`src/rtl/pc_gen.sv`:
```
// pc_gen: IF-stage fetch PC generator.
// Owns the architectural fetch PC and picks the next PC from these sources,
// highest priority first: exception, branch, jump, return, sequential.
// A redirect that arrives during a fetch stall is held in a park register
// until the stall releases.
// Optional return-address stack, enabled by defining PC_GEN_RAS_EN.
module pc_gen #(
  parameter int unsigned      WIDTH        = 32,
  parameter int unsigned      INC          = 4,
  parameter logic [WIDTH-1:0] RESET_VECTOR = 32'h0000_3000,
  parameter logic [WIDTH-1:0] EXC_VECTOR   = 32'h0000_4180,
  parameter int unsigned      RAS_DEPTH    = 4
) (
  input  logic             clk,
  input  logic             rst_n,
  input  logic             stall,
  input  logic             exc_valid,
  input  logic             br_valid,
  input  logic [WIDTH-1:0] br_target,
  input  logic             jmp_valid,
  input  logic [WIDTH-1:0] jmp_target,
  input  logic             ret_valid,
  input  logic [WIDTH-1:0] ret_target,
  input  logic             ras_push,
  input  logic [WIDTH-1:0] push_addr,
  output logic [WIDTH-1:0] pc,
  output logic [WIDTH-1:0] pc_plus,
  output logic             pc_valid,
  output logic             pending
);

  localparam logic [1:0] BOOT = 2'd0;
  localparam logic [1:0] RUN  = 2'd1;
  localparam logic [1:0] HOLD = 2'd2;

  // Request ranks: a larger value wins.
  localparam logic [2:0] PRI_NONE = 3'd0;
  localparam logic [2:0] PRI_RET  = 3'd1;
  localparam logic [2:0] PRI_JMP  = 3'd2;
  localparam logic [2:0] PRI_BR   = 3'd3;
  localparam logic [2:0] PRI_EXC  = 3'd4;

  logic [1:0]       state_q, state_d;
  logic [WIDTH-1:0] pc_q, pc_d;
  logic [WIDTH-1:0] park_q, park_d;
  logic [2:0]       parkPrio_q, parkPrio_d;

  logic [2:0]       reqPrio;
  logic [WIDTH-1:0] reqTarget;
  logic [WIDTH-1:0] retTarget;

  assign pc       = pc_q;
  assign pc_plus  = pc_q + WIDTH'(INC);
  assign pc_valid = (state_q != BOOT);
  assign pending  = (state_q == HOLD);

`ifdef PC_GEN_RAS_EN
  localparam int unsigned PTR_W = $clog2(RAS_DEPTH);

  logic [WIDTH-1:0] rasMem_q [RAS_DEPTH];
  logic [PTR_W-1:0] rasPtr_q, rasPtr_d;
  logic [PTR_W:0]   rasCount_q, rasCount_d;
  logic [PTR_W-1:0] topIdx;
  logic             rasActive;
  logic             doPush;
  logic             doPop;

  // rasPtr_q is the next free slot; the newest entry sits just below it.
  assign topIdx    = rasPtr_q - PTR_W'(1);
  assign rasActive = (state_q != BOOT);
  assign doPush    = ras_push && rasActive;
  assign doPop     = ret_valid && rasActive && (rasCount_q != '0);
  assign retTarget = (rasCount_q != '0) ? rasMem_q[topIdx] : ret_target;

  // Stack pointer/count update; a push and a pop together leave both unchanged.
  always_comb begin
    rasPtr_d   = rasPtr_q;
    rasCount_d = rasCount_q;
    if (doPush && !doPop) begin
      rasPtr_d = rasPtr_q + PTR_W'(1);
      if (rasCount_q != (PTR_W+1)'(RAS_DEPTH)) begin
        rasCount_d = rasCount_q + (PTR_W+1)'(1);
      end
    end else if (doPop && !doPush) begin
      rasPtr_d   = rasPtr_q - PTR_W'(1);
      rasCount_d = rasCount_q - (PTR_W+1)'(1);
    end
  end

  // Stack storage; a push with a pop replaces the top, otherwise it writes the free slot.
  always_ff @(posedge clk) begin
    if (doPush) begin
      rasMem_q[doPop ? topIdx : rasPtr_q] <= push_addr;
    end
  end

  // Stack bookkeeping registers.
  always_ff @(posedge clk or negedge rst_n) begin
    if (!rst_n) begin
      rasPtr_q   <= '0;
      rasCount_q <= '0;
    end else begin
      rasPtr_q   <= rasPtr_d;
      rasCount_q <= rasCount_d;
    end
  end
`else
  localparam int unsigned unusedRasDepth = RAS_DEPTH;
  logic unusedRas;

  assign unusedRas = ras_push ^ (^push_addr);
  assign retTarget = ret_target;
`endif

  // Pick the highest-priority redirect requested this cycle.
  always_comb begin
    reqPrio   = PRI_NONE;
    reqTarget = pc_plus;
    if (exc_valid) begin
      reqPrio   = PRI_EXC;
      reqTarget = EXC_VECTOR;
    end else if (br_valid) begin
      reqPrio   = PRI_BR;
      reqTarget = br_target;
    end else if (jmp_valid) begin
      reqPrio   = PRI_JMP;
      reqTarget = jmp_target;
    end else if (ret_valid) begin
      reqPrio   = PRI_RET;
      reqTarget = retTarget;
    end
  end

  // Next-state logic for the PC, park register and BOOT/RUN/HOLD sequencing.
  always_comb begin
    state_d    = state_q;
    pc_d       = pc_q;
    park_d     = park_q;
    parkPrio_d = parkPrio_q;
    case (state_q)
      BOOT: begin
        state_d = RUN;
      end
      RUN: begin
        if (!stall) begin
          pc_d = reqTarget;
        end else if (reqPrio != PRI_NONE) begin
          park_d     = reqTarget;
          parkPrio_d = reqPrio;
          state_d    = HOLD;
        end
      end
      HOLD: begin
        if (stall) begin
          if (reqPrio > parkPrio_q) begin
            park_d     = reqTarget;
            parkPrio_d = reqPrio;
          end
        end else begin
          pc_d       = (reqPrio > parkPrio_q) ? reqTarget : park_q;
          parkPrio_d = PRI_NONE;
          state_d    = RUN;
        end
      end
      default: begin
        state_d = BOOT;
      end
    endcase
  end

  // Architectural PC, FSM state and park register.
  always_ff @(posedge clk or negedge rst_n) begin
    if (!rst_n) begin
      state_q    <= BOOT;
      pc_q       <= RESET_VECTOR;
      park_q     <= '0;
      parkPrio_q <= PRI_NONE;
    end else begin
      state_q    <= state_d;
      pc_q       <= pc_d;
      park_q     <= park_d;
      parkPrio_q <= parkPrio_d;
    end
  end

endmodule

```
`config.mk`:
```
export PLATFORM = sky130hd
export DESIGN_NAME = pc_gen
export DESIGN_NICKNAME = d
export VERILOG_FILES = /design/src/rtl/pc_gen.sv
export SDC_FILE = /design/constraint.sdc
export NUM_CORES = 1
export LEC_CHECK = 0
export CAP_MARGIN = 20
export CORE_AREA = 5 5 80 156
export DETAILED_ROUTE_END_ITERATION = 6
export DIE_AREA = 0 0 85 161
export PLACE_DENSITY = 0.91
export SYNTH_ARGS = -nofsm -noshare
export SYNTH_HDL_FRONTEND = slang
export SYNTH_SLANG_ARGS = --single-unit
```
`constraint.sdc`:
```
create_clock -name clk -period 3.2 [get_ports clk]
set_input_delay 0.64 -clock clk [delete_from_list [all_inputs] [get_ports clk]]
set_output_delay 0.64 -clock clk [all_outputs]
set_load 0.01 [all_outputs]
```
# ---- After elaboration in Yosys (flattened, before gate mapping)
# Cells that the tools add are included.
dict set report totals {
  inputBits 136
  out_inout_bits 66
  elab_cells 47
  reg_bits 69
}
dict set report op_classes {
  eq_ne 8
  add_sub_neg 1
  muxes 25
  order_cmp 1
  n_reduce_logical 8
}
# cell n
set ops {}
lappend ops {{32-bit 2-to-1 mux} 10}
lappend ops {{32-bit case mux with 2 select lines} 2}
lappend ops {{32-bit by 3-bit adder with 32-bit output, second input constant} 1}
lappend ops {{3-bit 2-to-1 mux} 5}
lappend ops {{2-bit 2-to-1 mux} 5}
lappend ops {{2-bit inequality test, second input constant} 5}
lappend ops {{4-bit AND reduction} 2}
lappend ops {{2-bit case mux with 3 select lines} 1}
lappend ops {{3-bit case mux with 2 select lines} 1}
lappend ops {{3-bit AND reduction} 2}
lappend ops {{2-bit nonzero test} 2}
lappend ops {{3-bit greater-than comparator} 1}
lappend ops {{3-bit by 2-bit inequality test with 1-bit output, second input constant} 1}
lappend ops {{3-bit nonzero test} 1}
lappend ops {{2-bit by 1-bit equality test with 1-bit output, second input constant} 1}
lappend ops {{2-bit equality test, second input constant} 1}
lappend ops {{2-bit logical NOT} 1}
lappend ops {{1-bit 2-to-1 mux} 1}

# ---- Depth between registers and ports, before layout
dict set report depth {
  ltp_word 8
  ltp_mapped 12
  mapped_depth_nobuf 9
}

# ---- Worst setup path after synthesis
# OpenSTA, ideal clock, no wires.
dict set report synth_path {
  path_kind {input port to flip-flop}
  start {in exc_valid}
  end {reg park_q[27]}
  cell_stages 11
  required_ns 3.096
  arrival_ns 3.098
  path_slack_ns -0.001
  cell_sequence {clkbuf_1 clkbuf_1 nor2_1 ha_1 a211o_1 a21boi_0 a311o_1 buf_1 clkbuf_1 nand2_1 o41ai_2}
}
dict set report synth_via {
  elab_chain_len 5
  word_cells_on_any_way 11
}
# element line
set synth_lines {}
lappend synth_lines {{from (decl)} 17} ;# input logic exc_valid,
lappend synth_lines {{3-bit 2-to-1 mux} 119} ;# if (exc_valid) begin
lappend synth_lines {{3-bit greater-than comparator} 155} ;# if (reqPrio > parkPrio_q) begin
lappend synth_lines {{32-bit 2-to-1 mux} 155}
lappend synth_lines {{32-bit 2-to-1 mux} 154} ;# if (stall) begin
lappend synth_lines {{32-bit case mux with 2 select lines} 140} ;# case (state_q)
lappend synth_lines {{to (signal assigned)} 181} ;# park_q <= park_d;
lappend synth_lines {{to (decl)} 45} ;# logic [WIDTH-1:0] park_q, park_d;
# Parallel ways exist; a longest one is shown, timed or not. The select of a mux whose other input is x is not followed.
# A chain may end at the register's enable or synchronous reset.

# ---- Final worst setup path
dict set report layout_path {
  start {reg pc_q[2], in the netlist pc[2]}
  end {out pc_plus[22]}
}
dict set report layout_via {
  elab_chain_len 1
}
# element line
set layout_lines {}
lappend layout_lines {{from (decl)} 44} ;# logic [WIDTH-1:0] pc_q, pc_d;
lappend layout_lines {{from (signal assigned)} 180} ;# pc_q <= pc_d;
lappend layout_lines {{32-bit by 3-bit adder with 32-bit output} 53} ;# assign pc_plus = pc_q + WIDTH'(INC);
lappend layout_lines {{to (decl)} 27} ;# output logic [WIDTH-1:0] pc_plus,
# No other way between the ends.

==> impl_metrics.ini <==
[yosys]
synth_warnings = 0
synth_area_per_cell_um2 = 8.03
ys_seq_elements = 69
synth_enable_flop_cells = 0
async_flop_share = 1.00
yosys_most_used_dff = dfrtp_1
syn_area_um2 = 4800
synthCells = 598
synth_cell_type_count = 60
syn-num-nets = 741
ys_seq_area_frac = 0.360

[final_layout]
drive_gt1_frac = 0.152
final_cell_count_no_fill = 939
final_cell_mix = clkdlybuf4s50_1 (154), nand2_1 (70), dfrtp_1 (66)
nFillCells = 840
layout.nets = 934
finish.utilization = 0.660
fin_area_um2 = 7360
area_growth_pct = 53.3
final_common_cell = clkdlybuf4s50_1

[critical_path]
r2r_slack_ns = 0.67
regToRegEndpoint = park_q[31]$_DFFE_PN0P_
endpoint = pc_plus[22]
cp.required_ns = 2.56
worstSetupStartpointType = register
cp-startpoint = pc[2]$_DFFE_PN0P_
critPathKind = reg2out
path_max_fanout = 5
cp_data_arrival_time_ns = 2.53
end_kind = output pin
r2r-start = pc[13]$_DFFE_PN1P_
ff2ff_path_depth = 7

[die]
fp.dieW_um = 85
die-area_um2 = 13700
core-area_um2 = 11100
num_rows = 55
die_h_um = 161
initial_core_util = 0.431
io-pin-count = 202

[clocking]
worst_skew_pair.late_latency_ns = 0.33
clkSinkCount = 69
cts-root-buf = clkbuf_16
numCtsBuffers = 9
cts.path.max_buffers = 2
hold_buffers = 0
path_clk_slew_ns = 0.05
htreeDepth = 3
cts_tree = yes

[place]
hpwl_um = 13700
place_congestion = 0.940
port_buffers = 168
dp.cells = 916
post-place-ws_ns = -0.0464
placed_area_um2 = 6920

[detailed_routing]
dr.pass1.iters = 7
ant_nets = 0
routedWlPerCell_um = 20.9
vias = 5942
route.detailed.drc = 3
vias_per_cell = 6.33
routed_wl_um = 19600
drt_iter0_drc = 704

[run_status]
status = complete, but fails checks
violations = DRC

[timing]
tightest_slew_ns = 0.791
fin_setup_tns_ns = 0
hold_viol = 0
slew_headroom = 0.473
setup_viol = 0
drv_slew = 0
finClkSkew_ns = 0.00569
holdWs_ns = 0.390
period_share = 0.992
fin_ws_ns = 0.0257
period_minus_slack_ns = 3.17
fmax_mhz = 315

[global_route]
grt_pass1_wl_um = 30400
track_usage = 0.277
grt-ovfl-total = 0
grt_pass1_vias = 6120
antenna_found_initial = 0
grt_max_degree = 35

[power]
p_total_mw = 6.42
leakagePower_nw = 3.13
p_per_area_nw_per_um2 = 873
peakVddDrop_mv = 0.472

[job]
drv_cap = 0

[hold_path]
hold_class = in2async
==> layout make-up <==
| type | instances | area [um2] | area share |
|---|---|---|---|
| Antenna cell | 1 | 2.50 | 0.000340 |
| Timing Repair Buffer | 233 | 2170 | 0.295 |
| Clock buffer | 13 | 260 | 0.0354 |
| Sequential cell | 69 | 1730 | 0.235 |
| Tap cell | 142 | 178 | 0.0241 |
| Clock inverter | 3 | 67.6 | 0.00918 |
| Inverter | 19 | 71.3 | 0.00969 |
| Multi-Input combinational cell | 459 | 2880 | 0.391 |
==> cells by family after synthesis <==
family,after synthesis,share of synthesized area
flops,69,0.360
mux,20,0.0446
fa+ha+maj,7,0.0182
compound gates,187,0.250
xor+xnor,28,0.0542
buf+inv,70,0.0571
simple gates,217,0.215
==> sequential cells by signal, summed over array words and instances, names as in the netlist <==
signal      flops
park_q         32
parkPrio_q      3
pc             32
state_q         2
==> metal layers <==
metal / vias to the layer above / track usage / routed length [um] / part of all wire
met5: - / 0 / 0 / 0
met4: 0 / 0.150 / 1130 / 0.057
met3: 112 / 0.0786 / 2550 / 0.13
met2: 490 / 0.459 / 9230 / 0.47
met1: 2786 / 0.317 / 6720 / 0.34
li1: 2554 / - / - / -
==> repair_timing <==
action	in CTS	in global routing
gates resized for setup	23	15
endpoints found under the setup margin	12	10
buffers inserted	1	5
pin swaps	1	5
==> worst min path at each step <==
stage,from,end,slack (ns),depth (start not counted)
after floorplan,rst_n,parkPrio_q[0]$_DFFE_PN0P_,0.34,0
after global placement,park_q[31]$_DFFE_PN0P_,park_q[31]$_DFFE_PN0P_,0.45,2
after detailed placement,park_q[27]$_DFFE_PN0P_,park_q[27]$_DFFE_PN0P_,0.46,2
after CTS,rst_n,state_q[1]$_DFFE_PN0P_,0.41,1
after global routing,rst_n,pc[30]$_DFFE_PN0P_,0.45,1
final,rst_n,pc[30]$_DFFE_PN0P_,0.39,1
==> synthesized netlist by cell type, types with 3 or more instances <==
master    instances  area share
o211ai_1          9       0.014
mux2_2           11       0.026
nand4_1          11       0.014
o22ai_1          18       0.023
o31ai_1           4      0.0063
o221ai_1          4      0.0073
nand2_1          71       0.056
and4_1            3      0.0055
o41ai_1           4      0.0073
a32oi_1           3      0.0055
nor4_1            6      0.0078
nand2b_1          4      0.0052
nor2b_1           5      0.0065
clkbuf_1         43       0.034
a22o_1            4      0.0073
or4_1             5      0.0078
mux2i_1           9       0.019
a21oi_1          56       0.058
dfrtp_1          67        0.35
o211a_1           4      0.0083
nand3_1          21       0.022
xnor2_1          16       0.029
a22oi_1           3      0.0047
ha_1              7       0.018
o21a_1            5      0.0078
a32o_1            3      0.0063
nand3b_1          3      0.0047
buf_1             3      0.0023
xor2_1           10       0.018
o21ai_0          41       0.043
a211oi_1         10       0.016
and2_1            4      0.0052
nor3_1           10       0.010
or4_4             3      0.0070
or3_1             3      0.0039
inv_1            19       0.015
nor2_1           63       0.049
==> report_power, final <==
group | switching [mW] | internal (mW) | total [mW]
clock | 0.365 | 0.725 | 1.09
combinational | 1.86 | 1.77 | 3.64
sequential | 0.399 | 1.30 | 1.70
total | 2.63 | 3.80 | 6.42
==> worst max-delay path: stages, from the launching register on <==
cell and delay (ns):
dfrtp_2 0.41, ha_1 0.19, nand4_1 0.12, buf_4 0.18
nor4_2 0.29, buf_4 0.21, nand2_1 0.07, xnor2_1 0.16
clkdlybuf4s50_1 0.56
Note: power is estimated with default switching activity, not from simulation.
